==> src/rtl/can_rx_msg_fifo.sv <==
// Receive-side CAN message buffer: ID/mask acceptance filter feeding a small
// first-word-fall-through FIFO with sticky overflow flag and saturating drop counter.
module can_rx_msg_fifo #(
  parameter int unsigned DEPTH = 4,
  parameter int unsigned AW    = 2
) (
  input  logic          clk,
  input  logic          rst_n,
  input  logic          rx_valid,
  input  logic [10:0]   rx_id,
  input  logic [63:0]   rx_data,
  input  logic          filt_en,
  input  logic [10:0]   filt_id,
  input  logic [10:0]   filt_mask,
  output logic          out_valid,
  input  logic          out_ready,
  output logic [10:0]   out_id,
  output logic [63:0]   out_data,
  output logic [AW:0]   count,
  output logic          overflow,
  output logic [7:0]    drop_cnt,
  input  logic          overflow_clr
);

  localparam logic [AW:0] DepthW = (AW+1)'(DEPTH);

  logic [10:0]   id_mem   [DEPTH];
  logic [63:0]   data_mem [DEPTH];

  logic [AW-1:0] wp_q, wp_d;
  logic [AW-1:0] rp_q, rp_d;
  logic [AW:0]   count_q, count_d;
  logic          overflow_q, overflow_d;
  logic [7:0]    drop_cnt_q, drop_cnt_d;

  logic id_hit, accept, pop, push, drop, full;

  assign id_hit = ((rx_id ^ filt_id) & filt_mask) == 11'd0;
  assign accept = rx_valid & (~filt_en | id_hit);
  assign full   = (count_q == DepthW);
  assign pop    = out_valid & out_ready;
  // A pop frees the slot in the same edge, so a full FIFO can still take a push.
  assign push   = accept & (~full | pop);
  assign drop   = accept & ~push;

  always_comb begin
    wp_d       = wp_q;
    rp_d       = rp_q;
    count_d    = count_q;
    overflow_d = overflow_q;
    drop_cnt_d = drop_cnt_q;

    if (push) wp_d = wp_q + AW'(1);
    if (pop)  rp_d = rp_q + AW'(1);

    if (push && !pop)      count_d = count_q + (AW+1)'(1);
    else if (pop && !push) count_d = count_q - (AW+1)'(1);

    // A drop coinciding with a clear wins: it counts as the first new drop.
    if (drop) begin
      overflow_d = 1'b1;
      if (overflow_clr)             drop_cnt_d = 8'd1;
      else if (drop_cnt_q != 8'hFF) drop_cnt_d = drop_cnt_q + 8'd1;
    end else if (overflow_clr) begin
      overflow_d = 1'b0;
      drop_cnt_d = 8'd0;
    end
  end

  always_ff @(posedge clk or negedge rst_n) begin
    if (!rst_n) begin
      wp_q       <= '0;
      rp_q       <= '0;
      count_q    <= '0;
      overflow_q <= 1'b0;
      drop_cnt_q <= 8'd0;
    end else begin
      wp_q       <= wp_d;
      rp_q       <= rp_d;
      count_q    <= count_d;
      overflow_q <= overflow_d;
      drop_cnt_q <= drop_cnt_d;
    end
  end

  // Payload storage needs no reset; the output mux hides it while empty.
  always_ff @(posedge clk) begin
    if (push) begin
      id_mem[wp_q]   <= rx_id;
      data_mem[wp_q] <= rx_data;
    end
  end

  always_comb begin
    out_valid = (count_q != '0);
    out_id    = out_valid ? id_mem[rp_q]   : 11'd0;
    out_data  = out_valid ? data_mem[rp_q] : 64'd0;
  end

  assign count    = count_q;
  assign overflow = overflow_q;
  assign drop_cnt = drop_cnt_q;

endmodule

==> config.mk <==
export PLATFORM = sky130hd
export DESIGN_NAME = can_rx_msg_fifo
export DESIGN_NICKNAME = d
export VERILOG_FILES = /design/src/rtl/can_rx_msg_fifo.sv
export SDC_FILE = /design/constraint.sdc
export NUM_CORES = 1
export LEC_CHECK = 0
export ABC_AREA = 1
export BUFFER_PORTS_ARGS = -buffer_cell sky130_fd_sc_hd__buf_2
export CORE_UTILIZATION = 41
export CTS_BUF_LIST = sky130_fd_sc_hd__clkbuf_8
export DETAILED_ROUTE_END_ITERATION = 8
export GPL_TIMING_DRIVEN = 0
export SETUP_SLACK_MARGIN = 0.4
export SYNTH_ARGS = -nofsm -noshare
export SYNTH_HDL_FRONTEND = slang
export SYNTH_SLANG_ARGS = --single-unit
export TNS_END_PERCENT = 50
==> constraint.sdc <==
create_clock -name clk -period 4.7 [get_ports clk]
set_clock_uncertainty 0.2 [all_clocks]
set_input_delay 0.235 -clock clk [delete_from_list [all_inputs] [get_ports clk]]
set_output_delay 0.235 -clock clk [all_outputs]
set_load 0.01 [all_outputs]
==> Yosys cells after proc, flatten, opt, wreduce, memory -nomap -nowiden <==
Memories as Yosys holds them, arrays and structs flattened.
Cells that the tools add are included.
Widths: inputs -> output; s select.
{ "op_classes": {"add_sub_neg": 5, "mul": 0, "div": 0, "order_cmp": 0, "n_eq_ne": 2, "n_shift": 0, "muxes": 12, "bitwise": 11, "reduce_logical": 10} }
{ "op_table": {"columns": ["op", "n"], "rows": [
  ["$mux 64", 1],
  ["$mux 8", 4],
  ["$and 11x11->11", 1],
  ["$logic_not 11->1", 1],
  ["$mux 11", 1],
  ["$xor 11x11->11", 1],
  ["$add 8x1->8 const B", 1],
  ["$ne 8x8->1 const B", 1],
  ["$mux 3", 2],
  ["$reduce_bool 2->1", 3],
  ["$add 2x1->2 const B", 2],
  ["$and 1x1->1", 4],
  ["$mux 1", 4],
  ["$add 3x1->3 const B", 1],
  ["$eq 3x3->1 const B", 1],
  ["$not 1->1", 3],
  ["$reduce_bool 3->1", 1],
  ["$sub 3x1->3 const B", 1],
  ["$logic_and 1x1->1", 2],
  ["$logic_not 1->1", 2],
  ["$or 1x1->1", 2],
  ["$reduce_and 2->1", 1]
]} }
{ "word_totals": {"regBits": 16, "latchBits": 0, "ram_bits": 300, "rom_bits": 0, "n_memories": 2} }
{ "memory_table": {"columns": ["memory", "depth", "width", "rd", "rd_ports_with_merged_regs", "write_ports", "line", "source"], "rows": [
  ["data_mem", 4, 64, 1, 0, 1, "28", "logic [63:0] data_mem [DEPTH];"],
  ["id_mem", 4, 11, 1, 0, 1, "27", "logic [10:0] id_mem [DEPTH];"]
]} }

==> Depth between registers and ports, before layout <==
Gate-level depths: netlist of run 1.
{ "depth": {"word_depth": 10, "ltp_mapped": 16, "ltp_nobuf": 16} }

==> Worst setup path before layout of run 1 <==
No wires, ideal clock.
{ "synth_timing": {"kind": "register to register", "startpoint": "register count_q[0] (netlist: count[0])", "endpoint": "memory data_mem[0][0], enable pin", "setup_ns": 0.509, "arrival_ns": 4.014, "t_required_ns": 3.991, "slack_ns": -0.023, "stages_incl_launch_ff": 5, "cell_sequence": "dfrtp_1 > nor2_1 > nand3_1 > nand3_2 > nor2_1"} }
{ "synth_via": {"elab_chain_cells": 6, "elab_cells_between_ends": 8} }
{ "synth_lines": {"columns": ["element", "line", "source"], "rows": [
  ["start: declaration", "32", "logic [AW:0] count_q, count_d;"],
  ["start signal: assignment", "80", "count_q <= count_d;"],
  ["$reduce_bool 3->1 or $eq 3x3->1 (tied branches)", "95, 40", null],
  ["$and 1x1->1 or $not 1->1 (tied branches)", "41, 43", null],
  ["$or 1x1->1 (*)", "43", "assign push = accept & (~full | pop);"],
  ["$and 1x1->1 (*)", "43", null],
  ["$mux 1 (*)", "88", "if (push) begin"],
  ["$mux 1 (not written as such) (*)", "90", "data_mem[wp_q] <= rx_data;"],
  ["end: declaration", "28", null]
]} }
Every way passes the cells marked *; elsewhere a longest branch is shown, timed or not.

==> Final worst setup path of run 1 <==
{ "layout_timing": {"startpoint": "input port rx_id[10]", "endpoint": "register drop_cnt_q[0] (netlist: drop_cnt[0])"} }
{ "layout_via": {"elab_chain_cells": 10, "elab_cells_between_ends": 11} }
{ "layout_lines": {"columns": ["element", "line", "source"], "rows": [
  ["start: declaration", "10", "input logic [10:0] rx_id,"],
  ["$xor 11x11->11 (*)", "38", "assign id_hit = ((rx_id ^ filt_id) & filt_mask) == 11'd0;"],
  ["$and 11x11->11 (*)", "38", null],
  ["$logic_not 11->1 (*)", "38", null],
  ["$or 1x1->1 (*)", "39", "assign accept = rx_valid & (~filt_en | id_hit);"],
  ["$and 1x1->1 (*)", "39", null],
  ["$and 1x1->1", "43", null],
  ["$not 1->1", "44", "assign drop = accept & ~push;"],
  ["$and 1x1->1 (*)", "44", null],
  ["$reduce_bool 2->1 (no line)", null, null],
  ["$reduce_and 2->1 (no line)", null, null],
  ["end signal: assignment", "82", "drop_cnt_q <= drop_cnt_d;"],
  ["end: declaration", "34", "logic [7:0] drop_cnt_q, drop_cnt_d;"]
]} }
Marked as above.
A chain may end at the register's enable or synchronous reset.

==> impl_metrics.py, run 1 <==
metrics = {
    "placement": {
        "detailed_place_hpwl_um": 19600,
        "dpl.cell_count": 1655,
        "dpl-instance-area_um2": 14500,
        "gpl.final_weighted_congestion": 0.761,
        "port-buffer-count": 190,
    },
    "floorplan": {
        "die_w_um": 178,
        "starting_density_of_the_core": 0.417,
        "die-area_um2": 31800,
        "fp.coreArea_um2": 30600,
        "floorplan.die.height_um": 178,
        "floorplan.io_pins": 191,
        "num_rows": 64,
    },
    "synthesis": {
        "synth.top_cell.area_share": 0.706,
        "syn-num-nets": 1168,
        "synthesis.yosys.warnings": 0,
        "synth-edff-count": 300,
        "synth_top_area_cell": "edfxtp_1",
        "ys_async_sr_fraction": 0.0506,
        "synth_adder_area_share": 0.00746,
        "netlist_top_cells_count": "nor2_1 (314), edfxtp_1 (300), o21ai_0 (130)",
        "area_of_the_mapped_netlist_um2": 12800,
        "avgSynthCellArea_um2": 12.1,
        "synth_xor_xnor_area_share": 0.00687,
        "syn_inst": 1058,
        "synth-simple-area-share": 0.123,
        "synth_top_family_by_area": "simple AND/OR/NAND/NOR gates",
        "yosys_most_used_dff": "edfxtp_1",
        "synthDistinctLibCells": 28,
        "ys_ff_latch": 316,
        "synth-compound-area-share": 0.0913,
        "post-synth-top-count-cell": "nor2_1",
        "synthMuxAreaShare": 0.000883,
        "synth_sequential_area_ratio": 0.738,
        "ys_top_cells_by_area": "edfxtp_1 (71%), nor2_1 (9.2%), o21ai_0 (5.1%)",
    },
    "clock_tree": {
        "clock-root-buffer": "clkbuf_8",
        "cts_inserted_buffers": 49,
        "cts.reportedPaths.clkPinSlew_ns": 0.06,
        "clk_latency_ns": 0.55,
        "tritoncts": "built",
        "cts_buffer_depth": 3,
        "cts-htree-levels": 2,
        "post-cts-setup-buffers": 0,
        "cts_num_sinks": 316,
    },
    "route": {
        "drt_pre_antenna_iters": 7,
        "wire_per_inst_um": 17.3,
        "detail_route.iter0.violations": 531,
        "post_drt_via_cell_ratio": 4.91,
        "route.vias.total": 8979,
        "totalWireLength_um": 31600,
        "remaining_drc_errors": 0,
        "drt.antenna.violating_nets": 0,
    },
    "cells_and_area": {
        "final-instance-count-excl-fill": 1830,
        "layout-drive-gt1-share": 0.212,
        "layout.core_utilization": 0.529,
        "postLayoutCellArea_um2": 16200,
        "nNetsFinal": 1505,
        "layout-area-overhead-vs-synth_pct": 26.8,
        "antenna-diode-count": 0,
    },
    "global_routing": {
        "grt_max_degree": 29,
        "grt_antenna_before_repair": 0,
        "grt_pass1_vias": 8724,
        "grt_util_all_layers": 0.197,
        "globalRouteOverflowTotal": 0,
        "grt_pass1_wl_um": 47300,
    },
    "power": {
        "ir_drop_v": 0.000281,
        "power.total_mw": 9.12,
        "power_density_nw_per_um2": 564,
        "power.leakage_nw": 6.21,
    },
    "timing": {
        "timing.final.max_slew_violations": 0,
        "period_needed_ns": 3.56,
        "final-setup-viol-count": 0,
        "max_clock_freq_ghz": 0.281,
        "worst_case_headroom_to_the_max_slew_limit": 0.473,
        "whs_ns": 0.209,
        "finalCritPeriodShare": 0.758,
        "worst-slew-pin-transition_ns": 0.788,
        "number_of_endpoints_with_negative_hold_slack_in_the_final_report": 0,
        "rsz_0062_raised_after_global_routing": "no",
    },
    "critical_path": {
        "worst_r2r_path_depth": 9,
        "worst_ep_required_time_ns": 4.98,
        "worstSetupEndpointType": "flip-flop",
        "arrival_ns": 3.84,
        "worst-path-max-fanout": 8,
        "worstSetupStartpointType": "primary input",
        "setup.worst_path.class": "primary input to flip-flop",
        "r2r_setup_slack_ns": 1.90,
        "ff_to_ff_start": "drop_cnt[0]",
        "rr_endpoint": "drop_cnt[0]",
    },
    "status": {
        "run_status": "finished, final reports clean",
    },
    "hold_path": {
        "worst_hold_path_type": "primary input to flip-flop",
        "whs_endpoint": "drop_cnt[2]",
        "hp-start": "filt_mask[5]",
        "holdPathStages": 9,
    },
    "flow_run": {
        "maxCapViolCount": 0,
    },
}
-- registers in the layout, summed over array words and instances, names as in the netlist --
| signal | flops |
|---|---|
| count | 3 |
| data_mem | 256 |
| drop_cnt | 8 |
| id_mem | 44 |
| overflow | 1 |
| rp_q | 2 |
| wp_q | 2 |
-- placed cells by master (no fill, tap or decap) --
cell,count
mux2_2,1
clkinv_2,2
nand2_1,42
inv_2,3
buf_12,8
nand3_1,27
nor2_4,6
o21ai_1,24
buf_4,2
and3_4,1
nor2_1,310
o21ai_0,130
a21oi_1,77
buf_2,213
a31o_2,1
fa_1,1
clkinvlp_4,1
buf_16,3
edfxtp_1,300
clkbuf_1,23
xnor2_1,2
nand4_4,1
nand3_2,2
clkinv_1,16
clkbuf_8,51
inv_1,59
xor2_1,8
dfrtp_1,16
ha_1,6
nand4_1,1
dlygate4sd3_1,85
clkbuf_2,6
buf_1,3
nand2_2,3
-- routing by layer --
| layer | GRT usage | share of wire |
|---|---|---|
| met4 | 0.0498 | 0.015 |
| met3 | 0.0413 | 0.064 |
| met2 | 0.327 | 0.48 |
| met5 | 0 | 0 |
| met1 | 0.263 | 0.44 |
-- worst max-delay path by stage --
stage                         start              end  cells after the start
after global routing      rx_id[10]      drop_cnt[0]                     16
after detailed placement  rx_id[10]  data_mem[3][17]                     11
after CTS                 rx_id[10]      drop_cnt[0]                     16
final                     rx_id[10]      drop_cnt[0]                     16
after floorplan            count[0]   data_mem[0][0]                      4
after global placement    rx_id[10]  data_mem[1][20]                     10
-- area by class of cell --
type / instances / area [µm²]
Clock buffer: 51 / 702
Timing Repair Buffer: 286 / 2040
Tap cell: 396 / 495
Fill cell: 2699 / 14400
Buffer: 57 / 258
Clock inverter: 39 / 153
Sequential cell: 316 / 9410
Multi-Input combinational cell: 643 / 2960
Inverter: 42 / 158
-- cells by family (layout without fill, tap and decap cells) --
logic type                 Yosys count  in the layout
buffers and inverters               99            475
and+or+nand+nor                    393            393
adders and majority gates            7              7
AOI/OAI and AO/OA                  232            232
DFF                                316            316
xor gates and xnor gates            10             10
muxes                                1              1
-- per-stage QoR --
| step | worst slack, ns | setup TNS, ns |
|---|---|---|
| after floorplan | -0.0234 | -7.03 |
| after global placement | -3.23 | -938.96 |
| after detailed placement | 1.72 | 0 |
| after CTS | 1.23 | 0 |
| after global routing | 1.04 | 0 |
| final | 1.14 | 0 |
-- timing repair --
action	in CTS	in global routing
hold endpoints to repair	328	0
gates resized for setup	0	0
hold buffers	85	0
-- power by group --
part | switching (mW) | total [mW] | internal [mW]
logic | 2.37 | 3.62 | 1.25
registers | 0.0787 | 3.49 | 3.41
clock network | 1.01 | 2.01 | 1.00
-- worst max-delay path: stages --
cell           delay [ns]
dlygate4sd3_1        0.53
buf_2                0.17
inv_1                0.06
nand2_1              0.04
nand3_1              0.19
nand2_1              0.09
nor2_1               0.10
nand3_1              0.12
nand2_2              0.14
nand2_2              0.05
dlygate4sd3_1        0.60
nor2_4               0.21
o21ai_1              0.10
dlygate4sd3_1        0.57
nand2_1              0.07
dlygate4sd3_1        0.55
No activity file was read; power rests on OpenSTA's default activity.
==> run 2, diff against run 1 <==
==> constraint.sdc (replaced) <==
create_clock -name clk -period 2.88 [get_ports clk]
set_clock_uncertainty 0.2 [all_clocks]
set_input_delay 0.144 -clock clk [delete_from_list [all_inputs] [get_ports clk]]
set_output_delay 0.144 -clock clk [all_outputs]
set_load 0.01 [all_outputs]
==> run 2 against run 1 <==
  * Critical endpoint is now drop_cnt[7]
  * Register-to-register slack got worse by 1.4 ns
  * Sequential share of layout area fell by 1.6 points
  * Non-clock buffer count rose by 2
  * Die area did not move
  * Total power rose by 71%
  * Clock-buffer cell count rose by 5
  * Critical path depth fell by 2
==> impl_metrics.py, run 2 (same netlist as run 1, synthesis figures left out) <==
metrics = {
    "status": {
        "run_status": "finished, final reports clean",
    },
    "route": {
        "totalWireLength_um": 31800,
        "drt_pre_antenna_iters": 5,
        "post_drt_via_cell_ratio": 4.90,
        "remaining_drc_errors": 0,
        "route.vias.total": 8992,
        "detail_route.iter0.violations": 529,
        "wire_per_inst_um": 17.4,
        "drt.antenna.violating_nets": 0,
    },
    "floorplan": {
        "die_w_um": 178,
        "starting_density_of_the_core": 0.417,
        "floorplan.io_pins": 191,
        "fp.coreArea_um2": 30600,
        "floorplan.die.height_um": 178,
        "num_rows": 64,
        "die-area_um2": 31800,
    },
    "global_routing": {
        "grt_max_degree": 29,
        "globalRouteOverflowTotal": 0,
        "grt_antenna_before_repair": 0,
        "grt_pass1_vias": 8581,
        "grt_pass1_wl_um": 46900,
        "grt_util_all_layers": 0.195,
    },
    "critical_path": {
        "ff_to_ff_start": "count[1]",
        "worst_path_largest_cell_delay_ns": 0.71,
        "worstSetupStartpointType": "primary input",
        "worst-path-max-fanout": 7,
        "worstSetupEndpointType": "flip-flop",
        "setup.worst_path.class": "primary input to flip-flop",
        "critical_path_cell_by_cell": "buf_2 > inv_1 > nand2_1 > nand3_1 > nand2_1 > nor2_1 > nand3_1 > nand2_2 > nand2_2 > dlygate4sd3_1 > nor2_4 > dlygate4sd3_1 > nand3_1 > nand2_1",
        "worst_ep_required_time_ns": 3.16,
        "worst_r2r_path_depth": 8,
        "r2r_setup_slack_ns": 0.53,
        "worst_setup_path_startpoint": "rx_id[10]",
        "rr_endpoint": "count[1]",
        "critPathSlowestCell": "dlygate4sd3_1",
        "arrival_ns": 2.71,
    },
    "placement": {
        "post-place-ws_ns": -0.0528,
        "dpl-instance-area_um2": 14500,
        "port-buffer-count": 190,
        "detailed_place_hpwl_um": 19400,
        "gpl.final_weighted_congestion": 0.747,
    },
    "power": {
        "seq_power_share": 0.366,
        "ir_drop_v": 0.000437,
        "power_density_nw_per_um2": 939,
        "power.net_switching_mw": 5.76,
        "power.total_mw": 15.6,
        "power.leakage_nw": 6.42,
        "power.share.switching": 0.369,
        "cell_internal_pwr_mw": 9.87,
        "combinational_group_share_of_total_power": 0.415,
        "p_clk_frac": 0.219,
    },
    "clock_tree": {
        "cts-htree-levels": 2,
        "cts.reportedPaths.clkPinSlew_ns": 0.06,
        "cts_inserted_buffers": 52,
        "tritoncts": "built",
        "cts_num_sinks": 316,
        "clk_latency_ns": 0.55,
        "cts_buffer_depth": 3,
        "clock-root-buffer": "clkbuf_8",
    },
    "timing": {
        "setup_tns_ns": 0,
        "final_critical_path_setup_slack_ns": 0.451,
        "worst-slew-pin-transition_ns": 0.817,
        "rsz_0062_raised_after_global_routing": "yes",
        "period_needed_ns": 2.43,
        "timing.final.max_slew_violations": 0,
        "max_clock_freq_ghz": 0.412,
        "whs_ns": 0.131,
        "final-setup-viol-count": 0,
        "number_of_endpoints_with_negative_hold_slack_in_the_final_report": 0,
        "worst_case_headroom_to_the_max_slew_limit": 0.454,
        "finalCritPeriodShare": 0.843,
    },
    "cells_and_area": {
        "antenna-diode-count": 0,
        "layout-drive-gt1-share": 0.252,
        "largest_register": "data_mem",
        "layout-area-overhead-vs-synth_pct": 30.4,
        "filler_cell_count": 2637,
        "multiInputGateArea_um2": 3020,
        "leading_cell_type_in_the_layout_fill_and_taps_excluded": "nor2_1",
        "nNetsFinal": 1511,
        "regArea_um2": 9410,
        "postLayoutCellArea_um2": 16600,
        "largest_register_ffs": 256,
        "layout.cells.most_common_list": "nor2_1 (309), edfxtp_1 (300), buf_2 (196), o21ai_0 (129), dlygate4sd3_1 (84)",
    },
    "flow_run": {
        "maxCapViolCount": 0,
    },
    "hold_path": {
        "holdPathStages": 9,
        "whs_endpoint": "drop_cnt[0]",
        "hp-start": "filt_mask[5]",
        "worst_hold_path_type": "primary input to flip-flop",
    },
}
## run 2: area by class of cell
type / instances / area share
clock inverters: 35 / 0.00842
inverters: 42 / 0.0114
repair buffers: 288 / 0.125
plain buffers: 57 / 0.0313
flip-flops and latches: 316 / 0.566
well taps: 396 / 0.0298
multi-input cells: 644 / 0.182
clock buffers: 56 / 0.0463
## run 2: critical path, delay by kind of cell
kind / cells / cell delay [ns]
buffers and inverters: 4 / 1.48
AND/OR/NAND/NOR: 10 / 1.09
## run 2: per-stage QoR
| step | utilization | cells |
|---|---|---|
| after floorplan | - | 1058 |
| after global routing | 0.544 | 1834 |
| final | 0.544 | 1834 |
| after CTS | 0.537 | 1829 |
| after global placement | 0.467 | 1644 |
| after detailed placement | 0.474 | 1654 |
## run 2: how the worst max path moves through the flow
stage	to	cells after the start
3_5_place_dp	data_mem[0][16]	11
2_1_floorplan	data_mem[0][0]	9
6_report	drop_cnt[7]	14
5_1_grt	out_data[29]	7
3_3_place_gp	data_mem[1][18]	10
4_1_cts	out_data[29]	8
## run 2: layer usage
layer / routed length (µm) / share of wire / up-vias / GRT usage
li1: - / - / 4397 / -
met1: 14100 / 0.44 / 4281 / 0.261
met2: 15200 / 0.48 / 269 / 0.324
met3: 1900 / 0.060 / 45 / 0.0392
met4: 575 / 0.018 / 0 / 0.0540
met5: 0 / 0 / - / 0
## run 2: power groups by stage
stage / combinational (mW) / clock (mW) / sequential (mW)
finish: 6.49 / 3.43 / 5.72
global route: 7.19 / 3.71 / 5.76
CTS: 6.22 / 3.51 / 5.71
detailed placement: 5.85 / 0 / 5.80
global placement: 5.68 / 0 / 5.82
floorplan: 3.39 / 0 / 5.79
## run 2: timing repair
action                                 CTS  global route
setup endpoints to repair               75           129
pin swaps                                3             5
resized for setup                       68            48
gates cloned                             0             4
endpoints found under the hold margin  336             0
setup buffers                            0             1
hold buffers                            84             0
==> run 3, diff against run 2 <==
==> constraint.sdc (replaced) <==
create_clock -name clk -period 2 [get_ports clk]
set_clock_uncertainty 0.2 [all_clocks]
set_input_delay 0.1 -clock clk [delete_from_list [all_inputs] [get_ports clk]]
set_output_delay 0.1 -clock clk [all_outputs]
set_load 0.01 [all_outputs]
==> run 3 against run 2 <==
  * The flow now finishes with violations (negative hold slack, negative setup slack)
  * Non-clock buffer count grew 43
  * Total power increased by 55%
  * Final cell count up 2.2%
  * Global-route usage increased by 0.45 points
  * Sequential cell count stayed put
  * Sequential power up 44%
  * Cell area up 6.4%
  * Register-to-register slack worse by 0.67 ns
  * Die area stayed put
  * Via count rose by 2.8%
  * Critical endpoint is now out_data[56]
  * Largest cell class unchanged
==> impl_metrics.py, run 3 (same netlist as run 1, synthesis figures left out) <==
metrics = {
    "power": {
        "combinational_group_share_of_total_power": 0.456,
        "p_clk_frac": 0.205,
        "power.leakage_nw": 6.85,
        "seq_power_share": 0.339,
        "power_density_nw_per_um2": 1370,
        "cell_internal_pwr_mw": 15.4,
        "ir_drop_v": 0.00102,
        "power.share.switching": 0.366,
        "power.net_switching_mw": 8.90,
    },
    "critical_path": {
        "worst-path-max-fanout": 10,
        "critPathSlowestCell": "dfrtp_2",
        "ff_to_ff_start": "count[0]",
        "critical_path_cell_by_cell": "clkbuf_16 > clkinv_8 > buf_12 > buf_8 > o21ai_1 > a21oi_1 > buf_2",
        "worstSetupEndpointType": "primary output",
        "r2r_setup_slack_ns": -0.14,
        "worst_r2r_path_depth": 8,
        "worst_path_largest_cell_delay_ns": 0.45,
        "worst_ep_required_time_ns": 1.70,
        "worstSetupStartpointType": "flip-flop",
        "setup.worst_path.class": "flip-flop to primary output",
        "rr_endpoint": "count[1]",
        "arrival_ns": 2.04,
    },
    "cells_and_area": {
        "layout-area-overhead-vs-synth_pct": 38.8,
        "nNetsFinal": 1552,
        "layout-drive-gt1-share": 0.311,
        "largest_register": "data_mem",
        "final-instance-count-excl-fill": 1875,
        "filler_cell_count": 2535,
        "layout.cells.most_common_list": "edfxtp_1 (300), nor2_1 (283), buf_2 (188), o21ai_1 (80), dlygate4sd3_1 (79)",
        "antenna-diode-count": 0,
        "leading_cell_type_in_the_layout_fill_and_taps_excluded": "edfxtp_1",
        "largest_register_ffs": 256,
    },
    "clock_tree": {
        "cts_inserted_buffers": 51,
        "cts-htree-levels": 2,
        "clock-root-buffer": "clkbuf_8",
        "cts.reportedPaths.clkPinSlew_ns": 0.06,
        "cts_num_sinks": 316,
        "cts_buffer_depth": 3,
        "clk_latency_ns": 0.55,
        "cts_hold_buffers": 80,
        "tritoncts": "built",
    },
    "route": {
        "wire_per_inst_um": 18.0,
        "remaining_drc_errors": 0,
        "post_drt_via_cell_ratio": 4.93,
        "drt.antenna.violating_nets": 0,
        "route.vias.total": 9245,
        "detail_route.iter0.violations": 683,
        "totalWireLength_um": 33700,
        "drt_pre_antenna_iters": 8,
    },
    "global_routing": {
        "grt_max_degree": 29,
        "globalRouteOverflowTotal": 0,
        "grt_antenna_before_repair": 0,
        "grt_pass1_vias": 8885,
        "grt_pass1_wl_um": 48200,
        "grt_util_all_layers": 0.200,
    },
    "timing": {
        "worst-slew-pin-transition_ns": 0.773,
        "setup_tns_ns": -20.86,
        "worst_case_headroom_to_the_max_slew_limit": 0.483,
        "final_critical_path_setup_slack_ns": -0.337,
        "final-setup-viol-count": 114,
        "whs_ns": -0.253,
        "rsz_0062_raised_after_global_routing": "yes",
        "number_of_endpoints_with_negative_hold_slack_in_the_final_report": 13,
        "timing.final.max_slew_violations": 0,
        "finalCritPeriodShare": 1.17,
        "period_needed_ns": 2.34,
        "max_clock_freq_ghz": 0.428,
    },
    "floorplan": {
        "num_rows": 64,
        "floorplan.io_pins": 191,
        "floorplan.die.height_um": 178,
        "die_w_um": 178,
        "die-area_um2": 31800,
        "starting_density_of_the_core": 0.417,
        "fp.coreArea_um2": 30600,
    },
    "placement": {
        "port-buffer-count": 190,
        "post-place-ws_ns": -0.849,
        "dpl.cell_count": 1656,
        "detailed_place_hpwl_um": 19500,
        "gpl.final_weighted_congestion": 0.743,
    },
    "flow_run": {
        "maxCapViolCount": 0,
    },
    "hold_path": {
        "worst_hold_path_type": "primary input to flip-flop",
        "hp-start": "out_ready",
        "holdPathStages": 4,
        "whs_endpoint": "overflow",
    },
    "status": {
        "run_status": "complete, but fails checks",
        "failing_checks": "negative hold slack, negative setup slack",
    },
}
run 3: critical path: cells and delay by family (launching register included):
family	cells	cell delay (ns)
AO/OA/AOI/OAI	2	0.30
buffers and inverters	5	0.73
flip-flops	1	0.45
run 3: how the worst max path moves through the flow:
stage	from	endpoint	slack, ns	depth (start not counted)
final	rp_q[0]	out_data[56]	-0.34	7
after global routing	rp_q[0]	out_data[5]	-0.42	8
after CTS	rp_q[0]	out_data[60]	-0.40	8
after detailed placement	rx_id[10]	data_mem[3][22]	-0.85	12
after global placement	rx_id[10]	data_mem[0][21]	-1.97	10
after floorplan	count[0]	data_mem[0][0]	-0.55	4
run 3: layout make-up:
class                           instances  area [µm²]  share of cell area
Clock inverter                         37         179              0.0101
Timing Repair Buffer                  331        2730               0.154
Multi-Input combinational cell        643        3240               0.183
Clock buffer                           53         729              0.0412
Sequential cell                       316        9410               0.532
Buffer                                 57         731              0.0413
Tap cell                              396         495              0.0280
Inverter                               42         183              0.0103
run 3: power by group through the flow:
stage / Sequential [mW] / Clock (mW) / Combinational [mW]
final: 8.24 / 4.97 / 11.1
after global routing: 8.30 / 5.35 / 12.1
after global placement: 8.37 / 0 / 8.18
after CTS: 8.22 / 5.08 / 9.61
after floorplan: 8.34 / 0 / 4.88
after detailed placement: 8.34 / 0 / 8.45
run 3: repair_timing:
item / 4_1_cts / 5_1_grt
setup buffers: 1 / 30
endpoints found under the setup margin: 389 / 391
gates resized for setup: 125 / 199
pin swaps: 11 / 47
gates cloned: 1 / 17
hold endpoints to repair: 341 / 13
run 3: routing by layer:
layer	GRT usage	wire, µm	up-vias
li1	-	-	4484
met1	0.265	14700	4441
met2	0.333	16600	277
met3	0.0379	1830	43
met4	0.0583	492	0
met5	0	0	-
run 3: through the flow:
step	util	hold slack [ns]	cell area (µm²)	power, mW
6_report	0.579	-0.253	17700	24.3
5_1_grt	0.579	-0.255	17700	25.8
4_1_cts	0.546	-0.292	16700	22.9
3_5_place_dp	0.475	-0.149	14500	16.8
3_3_place_gp	0.466	-0.152	14200	16.6
2_1_floorplan	-	-0.396	12800	13.2
